<file path="src/rtl/kickstart_multislot_relocator_pkg.sv">
// Shared types, address constants and the AutoConfig ROM table for the
// multi-slot Kickstart relocator.
package kickstart_relocator_pkg;

  typedef enum logic [2:0] {
    IDLE,
    DECODE,
    PASS,
    WAIT,
    WRITE,
    ACK
  } busState_t;

  localparam logic [4:0] ROM_HIGH_PREFIX  = 5'b11111;  // $F80000-$FFFFFF
  localparam logic [7:0] LOW_ROM_LIMIT    = 8'h08;     // $000000-$07FFFF
  localparam logic [7:0] CIA_PAGE         = 8'hBF;
  localparam logic [7:0] AC_PAGE          = 8'hE8;
  localparam logic [7:0] AC_BASE_OFFSET   = 8'h48;
  localparam logic [7:0] AC_SHUTUP_OFFSET = 8'h4C;

  // Type/size nibbles are returned as-is; product and manufacturer are inverted.
  function automatic logic [3:0] autoconfig_nibble(
    input logic [7:0]  offset,
    input logic        size512,
    input logic [7:0]  product,
    input logic [15:0] manufacturer
  );
    case (offset)
      8'h00:   return 4'hC;
      8'h02:   return size512 ? 4'h4 : 4'h5;
      8'h04:   return ~product[7:4];
      8'h06:   return ~product[3:0];
      8'h10:   return ~manufacturer[15:12];
      8'h12:   return ~manufacturer[11:8];
      8'h14:   return ~manufacturer[7:4];
      8'h16:   return ~manufacturer[3:0];
      default: return 4'hF;
    endcase
  endfunction

endpackage

</file>
<file path="src/rtl/kickstart_multislot_relocator_bus_sync.sv">
// Per-bit two-flop synchroniser; each bit resets to its own value so idle
// strobes come out of reset deasserted.
module bus_sync #(
  parameter int WIDTH = 1
) (
  input  logic             CLK,
  input  logic             RESET,
  input  logic [WIDTH-1:0] resetValue,
  input  logic [WIDTH-1:0] asyncIn,
  output logic [WIDTH-1:0] syncOut
);

  genvar gi;
  for (gi = 0; gi < WIDTH; gi++) begin : g_bit
    logic stage1Reg;
    logic stage2Reg;

    always_ff @(posedge CLK) begin
      if (RESET) begin
        stage1Reg <= resetValue[gi];
        stage2Reg <= resetValue[gi];
      end else begin
        stage1Reg <= asyncIn[gi];
        stage2Reg <= stage1Reg;
      end
    end

    assign syncOut[gi] = stage2Reg;
  end

endmodule

</file>
<file path="src/rtl/kickstart_multislot_relocator.sv">
// Serves Kickstart from one of several flash slots or the motherboard ROM,
// stepping the mode on each long reset; AutoConfigs flash in motherboard mode.
module kickstart_multislot_relocator
  import kickstart_relocator_pkg::*;
#(
  parameter int          SLOT_BITS       = 2,
  parameter int          WAIT_STATES     = 3,
  parameter int          WR_PULSE        = 4,
  parameter logic [23:0] HOLD_CYCLES     = 24'd7_000_000,
  parameter logic [7:0]  AC_PRODUCT      = 8'h89,
  parameter logic [15:0] AC_MANUFACTURER = 16'h07DB
) (
  input  logic                 CLK,
  input  logic                 RESET,
  input  logic                 CPU_RESET_n,
  input  logic                 CPU_AS_n,
  input  logic                 UDS_n,
  input  logic                 LDS_n,
  input  logic                 RW,
  input  logic [7:0]           ADDRESS_HIGH,
  input  logic [6:0]           ADDRESS_LOW,
  input  logic [3:0]           DATA_IN,
  output logic [3:0]           DATA_OUT,
  output logic                 DATA_OE,
  input  logic                 SIZE_512K,
  output logic                 MB_AS_n,
  output logic                 DTACK_OE,
  output logic [1:0]           FLASH_RD_n,
  output logic [1:0]           FLASH_WR_n,
  output logic [SLOT_BITS-1:0] FLASH_BANK,
  output logic [SLOT_BITS:0]   MODE
);

  localparam int MODE_W = SLOT_BITS + 1;
  localparam logic [MODE_W-1:0] MB_MODE = {1'b1, {SLOT_BITS{1'b0}}};

  logic [3:0] syncBits;
  logic       busResetN, asN, udsN, ldsN;

  bus_sync #(.WIDTH(4)) u_sync (
    .CLK        (CLK),
    .RESET      (RESET),
    .resetValue (4'b1111),
    .asyncIn    ({CPU_RESET_n, CPU_AS_n, UDS_n, LDS_n}),
    .syncOut    (syncBits)
  );

  assign {busResetN, asN, udsN, ldsN} = syncBits;

  busState_t         stateReg, stateNext;
  logic [MODE_W-1:0] modeReg;
  logic [23:0]       holdCntReg;
  logic              overlayReg, configuredReg, baseValidReg;
  logic [3:0]        baseReg, cycleCntReg, nibbleReg;
  logic [1:0]        byteMaskReg;
  logic              flashReadReg, acReadReg;

  logic       flashMode, acHit, baseHit, flashHit;
  logic [1:0] byteMask;
  logic [7:0] acOffset;

  assign flashMode = (modeReg != MB_MODE);
  assign byteMask  = {~udsN, ~ldsN};
  assign acOffset  = {ADDRESS_LOW, 1'b0};
  assign acHit     = !flashMode && !configuredReg && (ADDRESS_HIGH == AC_PAGE);
  assign baseHit   = !flashMode && baseValidReg && (ADDRESS_HIGH[7:4] == baseReg)
                     && (!SIZE_512K || !ADDRESS_HIGH[3]);
  assign flashHit  = flashMode
                     ? ((ADDRESS_HIGH[7:3] == ROM_HIGH_PREFIX) ||
                        ((ADDRESS_HIGH < LOW_ROM_LIMIT) && !overlayReg))
                     : baseHit;

  always_ff @(posedge CLK) begin
    if (RESET) stateReg <= IDLE;
    else       stateReg <= stateNext;
  end

  always_comb begin
    stateNext = stateReg;
    case (stateReg)
      IDLE:   if (!asN) stateNext = DECODE;
      DECODE: begin
        if (asN)                          stateNext = IDLE;
        else if (acHit)                   stateNext = ACK;
        else if (flashHit && RW)          stateNext = WAIT;
        else if (flashHit && !flashMode)  stateNext = WRITE;
        else                              stateNext = PASS;
      end
      WAIT, WRITE: begin
        if (asN)                    stateNext = IDLE;
        else if (cycleCntReg == 4'd1) stateNext = ACK;
      end
      PASS, ACK: if (asN) stateNext = IDLE;
      default: stateNext = IDLE;
    endcase
    if (!busResetN) stateNext = IDLE;
  end

  always_comb begin
    MB_AS_n    = (stateReg != PASS);
    DTACK_OE   = (stateReg == ACK);
    DATA_OE    = (stateReg == ACK) && acReadReg;
    DATA_OUT   = nibbleReg;
    FLASH_RD_n = 2'b11;
    FLASH_WR_n = 2'b11;
    if ((stateReg == WAIT) || ((stateReg == ACK) && flashReadReg)) FLASH_RD_n = ~byteMaskReg;
    if (stateReg == WRITE) FLASH_WR_n = ~byteMaskReg;
    FLASH_BANK = modeReg[SLOT_BITS-1:0];
    MODE       = modeReg;
  end

  // Mode survives bus resets; only the hold counter reaching its limit moves it.
  always_ff @(posedge CLK) begin
    if (RESET) begin
      modeReg       <= '0;
      holdCntReg    <= '0;
      overlayReg    <= 1'b0;
      configuredReg <= 1'b0;
      baseValidReg  <= 1'b0;
      baseReg       <= 4'h0;
      cycleCntReg   <= 4'h0;
      nibbleReg     <= 4'hF;
      byteMaskReg   <= 2'b00;
      flashReadReg  <= 1'b0;
      acReadReg     <= 1'b0;
    end else if (!busResetN) begin
      if (holdCntReg != HOLD_CYCLES) holdCntReg <= holdCntReg + 24'd1;
      if (holdCntReg == HOLD_CYCLES - 24'd1)
        modeReg <= (modeReg == MB_MODE) ? '0 : modeReg + MODE_W'(1);
      overlayReg    <= 1'b0;
      configuredReg <= 1'b0;
      baseValidReg  <= 1'b0;
      baseReg       <= 4'h0;
    end else begin
      holdCntReg <= '0;
      if (stateReg == DECODE && !asN) begin
        byteMaskReg  <= byteMask;
        flashReadReg <= flashHit && RW && !acHit;
        acReadReg    <= acHit && RW;
        nibbleReg    <= autoconfig_nibble(acOffset, SIZE_512K, AC_PRODUCT, AC_MANUFACTURER);
        cycleCntReg  <= RW ? 4'(WAIT_STATES) : 4'(WR_PULSE);
        if (ADDRESS_HIGH == CIA_PAGE && byteMask != 2'b00) overlayReg <= 1'b1;
        if (acHit && !RW) begin
          if (acOffset == AC_BASE_OFFSET) begin
            baseReg       <= DATA_IN;
            baseValidReg  <= 1'b1;
            configuredReg <= 1'b1;
          end else if (acOffset == AC_SHUTUP_OFFSET) begin
            configuredReg <= 1'b1;
          end
        end
      end
      if (stateReg == WAIT || stateReg == WRITE) cycleCntReg <= cycleCntReg - 4'd1;
    end
  end

endmodule

</file>
<file path="config.mk">
export PLATFORM = sky130hd
export DESIGN_NAME = kickstart_multislot_relocator
export DESIGN_NICKNAME = d
export VERILOG_FILES = /design/src/rtl/kickstart_multislot_relocator_pkg.sv /design/src/rtl/kickstart_multislot_relocator_bus_sync.sv /design/src/rtl/kickstart_multislot_relocator.sv
export SDC_FILE = /design/constraint.sdc
export NUM_CORES = 1
export LEC_CHECK = 0
export ABC_AREA = 1
export BUFFER_PORTS_ARGS = -buffer_cell sky130_fd_sc_hd__buf_2
export CAP_MARGIN = 20
export CORE_ASPECT_RATIO = 0.9
export CORE_MARGIN = 5
export CORE_UTILIZATION = 55
export DETAILED_ROUTE_END_ITERATION = 10
export PLACE_DENSITY_LB_ADDON = 0.05
export SYNTH_ARGS = -nofsm -noshare
export SYNTH_HDL_FRONTEND = slang
export SYNTH_SLANG_ARGS = --single-unit
export TNS_END_PERCENT = 30
</file>
<file path="constraint.sdc">
create_clock -name CLK -period 1.8 [get_ports CLK]
set_clock_uncertainty 0.15 [all_clocks]
set_input_delay 0.09 -clock CLK [delete_from_list [all_inputs] [get_ports CLK]]
set_output_delay 0.09 -clock CLK [all_outputs]
set_load 0.005 [all_outputs]
</file>
### Word-level counts from Yosys, hierarchy flattened

Cells that the tools add are included.
W data, S select, Z words.

* logic and storage cells: 117
* register bits: 57

* reductions and logical operators: 43
* add/subtract/negate cells: 3
* muxes and demuxes: 20
* $lt $le $gt $ge: 1
* bitwise logic cells: 4
* equal/unequal tests: 26

Operator list (number)
* $mux W3: 10
* $pmux W4 S7: 1
* $add A24 B1 Y24 const B: 1
* $eq A24 B23 Y1 const B: 1
* $ne A24 B23 Y1 const B: 1
* $eq A7 B4 Y1 const B: 3
* $eq A8 B8 Y1 const B: 2
* $logic_and A1 B1 Y1: 15
* $eq A7 B2 Y1 const B: 2
* $eq A7 B6 Y1 const B: 2
* $pmux W3 S4: 1
* $eq A3 B3 Y1 const B: 3
* $reduce_and A3 Y1: 3
* $logic_not A1 Y1: 8
* $logic_not A8 Y1: 1
* $lt A8 B4 Y1 const B: 1
* $mux W4: 2
* $reduce_and A2 Y1: 4
* $reduce_or A2 Y1: 4
* $eq A7 B1 Y1 const B: 1
* $eq A3 B2 Y1 const B: 2
* $ne A3 B2 Y1 const B: 2
* $reduce_bool A2 Y1: 3
* $eq A5 B5 Y1 const B: 1
* other kinds (14): 23

### Depth between registers and ports, before layout

* depth after elaboration: 12
* gate-level depth with buffers: 13

### Cells and area by module

Synthesis repeated with hierarchy kept, for this count alone.

* cells, all modules: 460
* area, all modules: 3071.7 um2

Modules (own cells, without submodules)
* kickstart_multislot_relocator: area an instance 2802.7 um2, instances 1, cells an instance 427
* bus_sync: area an instance 269.0 um2, instances 1, cells an instance 33

### Least setup slack after synthesis

OpenSTA, ideal clock, no wires.

* path type: register to register
* start point: reg holdCntReg[0]
* end point: reg holdCntReg[22]
* setup time: 0.119 ns
* stages on the path, launching flop included: 12
* data required time: 1.531 ns
* clock period less this slack: 1.578 ns
* path slack: 0.222 ns
* buffers on the path: 0
* arrival time: 1.309 ns
* path through: dfxtp_1 ha_1 nand2_1 inv_1 nand2_2 nor2_4 nand2_2 inv_2 nand2_2 nor2_2 nand2_1 nor3b_2

* longest elaborated chain between the ends: 1
* elaborated cells on any way between the ends: 2

Ends and longest elaborated chain
* start, declared: line kickstart_multislot_relocator.sv:52 `logic [23:0] holdCntReg;`
* start signal, assigned: line kickstart_multislot_relocator.sv:127 `if (holdCntReg != HOLD_CYCLES) holdCntReg <= holdCntReg + 24'd1;`
* $add A24 B1 Y24 or $ne A24 B23 Y1 (tied branches): line kickstart_multislot_relocator.sv:127

Parallel ways exist; a longest one is shown, timed or not.
A chain may end at the register's enable or synchronous reset.

### Final worst setup path

* start point: reg stateReg[2]
* end point: reg nibbleReg[1] (netlist: DATA_OUT[1])

* longest elaborated chain between the ends: 3

Ends and longest elaborated chain
* start, declared: line kickstart_multislot_relocator.sv:50 `busState_t stateReg, stateNext;`
* start signal, assigned: line kickstart_multislot_relocator.sv:75 `else stateReg <= stateNext;`
* $eq A3 B1 Y1: line kickstart_multislot_relocator.sv:136 `if (stateReg == DECODE && !asN) begin`
* $logic_and A1 B1 Y1: line kickstart_multislot_relocator.sv:136
* $reduce_and A2 Y1 (no source line)
* end signal, assigned: line kickstart_multislot_relocator.sv:140 `nibbleReg <= autoconfig_nibble(acOffset, SIZE_512K, AC_PRODUCT, AC_MANUFACTURER);`
* end, declared: line kickstart_multislot_relocator.sv:54 `logic [3:0] baseReg, cycleCntReg, nibbleReg;`

No other way between the ends.

==> impl_metrics.ini <==
[run_status]
status = complete, no violations

[cells_and_area]
nets = 546
diodes = 0
final_common_cell = nand2_1
final_cell_mix = 88 x nand2_1, 61 x inv_1, 52 x dfxtp_1, 42 x buf_2, 38 x nor2_1
syn_to_final_growth_pct = 27.4
fin_cells = 585
drive_gt1_share_pct = 23.7

[critical_path]
startpoint_type = register
path_class = reg2reg
cp_max_fo = 6
crit_required_ps = 1940
arrival_ps = 1890
worst_setup_path_end_kind = register

[sta]
slew_headroom_pct = 64.9
tightest_slew_ps = 522
hold_ws_ps = 71.5
rsz0062_at_grt = yes
fin_ws_ps = 49.0
fin_tns_setup_ps = 0
maxSlewViolCount = 0
period_share_pct = 97.3
finalSetupViolCount = 0
fmax_mhz = 571
finalHoldViolCount = 0
period_needed_ps = 1750

[floorplanning]
die_w_um = 87.9
die_h_um = 80.1
dieArea_um2 = 7040
core_um2 = 5290
rows = 25
start_util_pct = 56.8
ios = 43

[clock_tree]
cts_buffers = 9
ctsRootBufferMaster = clkbuf_8
clock_latency_ps = 340
postCtsSetupRepairBufs = 0
cts.sinks = 57
path_clk_slew_ps = 70
cts_max_path_buffers = 2
htree_levels = 3
cts_tree = done

[detailed_routing]
wl_met3_um = 431
dr.first_iter.drc_count = 200
top_layer_used = met4
wl_met2_mm = 3.43
wl_per_cell_um = 13.0
drt_wl_total_mm = 7.59
drcViolationCount = 0
wl_met1_mm = 3.66
via_count = 3032
ant_nets = 0
dr.pass1.iters = 5
viasPerCell = 5.18

[yosys]
ys_warn_count = 0
synth_ff_type = dfxtp_1
async_reset_ff_share_pct = 0
syn_inst = 435
synth_nets = 468
yosysTopAreaCell = dfxtp_1
seq_area_frac_synth_pct = 38.0
synth-edff-count = 0
syn_area_um2 = 3000
syn_area_per_cell_um2 = 6.91
ys_seq_elements = 57
synth_area_leaders = dfxtp_1 38%, nand2_1 11%, inv_1 8.0%, a21oi_1 6.3%, nor2_1 5.2%
synth_top_area_share_pct = 38.0
synth.distinct_cells = 38

[global_routing]
grt_pass1_wl_mm = 12.8
antenna_found_initial = 0
grt_pass1_vias = 2892
grtUsageTotal_pct = 23.2
grt_max_degree = 19
overflow = 0

[placed_design]
portBuffers = 42
place_inst = 547
place_congestion = 0.924
dp_hpwl_mm = 5.38
pre_cts_ws_ps = 23.7

[power]
ir_worst_vdd_v = 0.000644
power.leakage_nw = 1.59
p_per_area_nw_per_um2 = 715

[job]
drv_cap = 0

[hold_path]
min_path_type = in2reg
cells in the mapped netlist, drive strengths merged (2+ instances only):
cell type and number:
a21oi 39, buf 2, clkbuf 3, dfxtp 57, ha 6, inv 70
nand2 96, nand3 31, nand4 12, nor2 51, nor3 15, nor4 2
o211ai 2, o21ai 27, or2 12, xor2 3
metrics by stage:
step	instance area (µm²)	total power, mW	util (%)
2_1_floorplan	3000	1.41	-
3_3_place_gp	3330	1.47	63.0
3_5_place_dp	3330	1.48	63.0
4_1_cts	3760	2.74	71.1
5_1_grt	3830	2.84	72.4
6_report	3830	2.73	72.4
worst max-delay path, stage by stage, from the launching register on:
cell	delay, ps
dfxtp_1	380
nor2_4	160
nand3_4	110
nor2_4	150
o211ai_1	110
dlygate4sd3_1	580
nand2_1	60
state kept, by name, indices dropped and copies added, names as in the netlist:
signal and count:
cycleCntReg 4, holdCntReg 24, MODE 3, u_sync.g_bit.stage2Reg 4, baseValidReg 1, DATA_OUT 4, u_sync.g_bit.stage1Reg 4, acReadReg 1
overlayReg 1, baseReg 4, stateReg 3, flashReadReg 1, byteMaskReg 2, configuredReg 1
cells by family after synthesis:
| kind of cell | Yosys count | share of synthesized area [%] |
|---|---|---|
| xor+xnor | 4 | 1.17 |
| simple gates | 220 | 35.7 |
| buf+inv | 75 | 9.62 |
| flops | 57 | 38.0 |
| fa+ha+maj | 6 | 2.50 |
| compound gates | 73 | 13.0 |
final timing paths:
kind                                           startpoint                        end  slack [ps]  cells after the start
worst min-delay path                       ADDRESS_LOW[6]                 baseReg[3]          70                      6
worst max-delay path                          stateReg[2]                DATA_OUT[1]          50                      6
worst min register to register  u_sync.g_bit[1].stage1Reg  u_sync.g_bit[1].stage2Reg         260                      1
worst max register to register                stateReg[2]                DATA_OUT[1]          50                      6
power breakdown:
group          leakage (nW)  switching (mW)  total (mW)  internal [mW]
Sequential            0.464          0.0116        1.29           1.28
Clock                 0.103           0.527        1.24          0.715
Combinational          1.02           0.112       0.202         0.0902
cell type report:
type / instances / area [µm²]
tap: 67 / 83.8
clock buffer: 12 / 155
fill: 440 / 1460
inverter: 70 / 263
sequential: 57 / 1150
multi-input combinational: 303 / 1630
timing repair buffer: 72 / 493
clock inverter: 4 / 51.3
timing repair:
item	4_1_cts	5_1_grt
setup endpoints to repair	1	19
hold endpoints to repair	18	0
resized for setup	1	24
pin swaps	0	3
hold buffers	22	0
metal layers:
| metal | GRT usage (%) | up-vias |
|---|---|---|
| met5 | 0 | - |
| met4 | 7.98 | 0 |
| met3 | 5.54 | 6 |
| met2 | 35.9 | 73 |
| met1 | 31.5 | 1391 |
| li1 | - | 1562 |
Power figures use the tool's default switching activity.
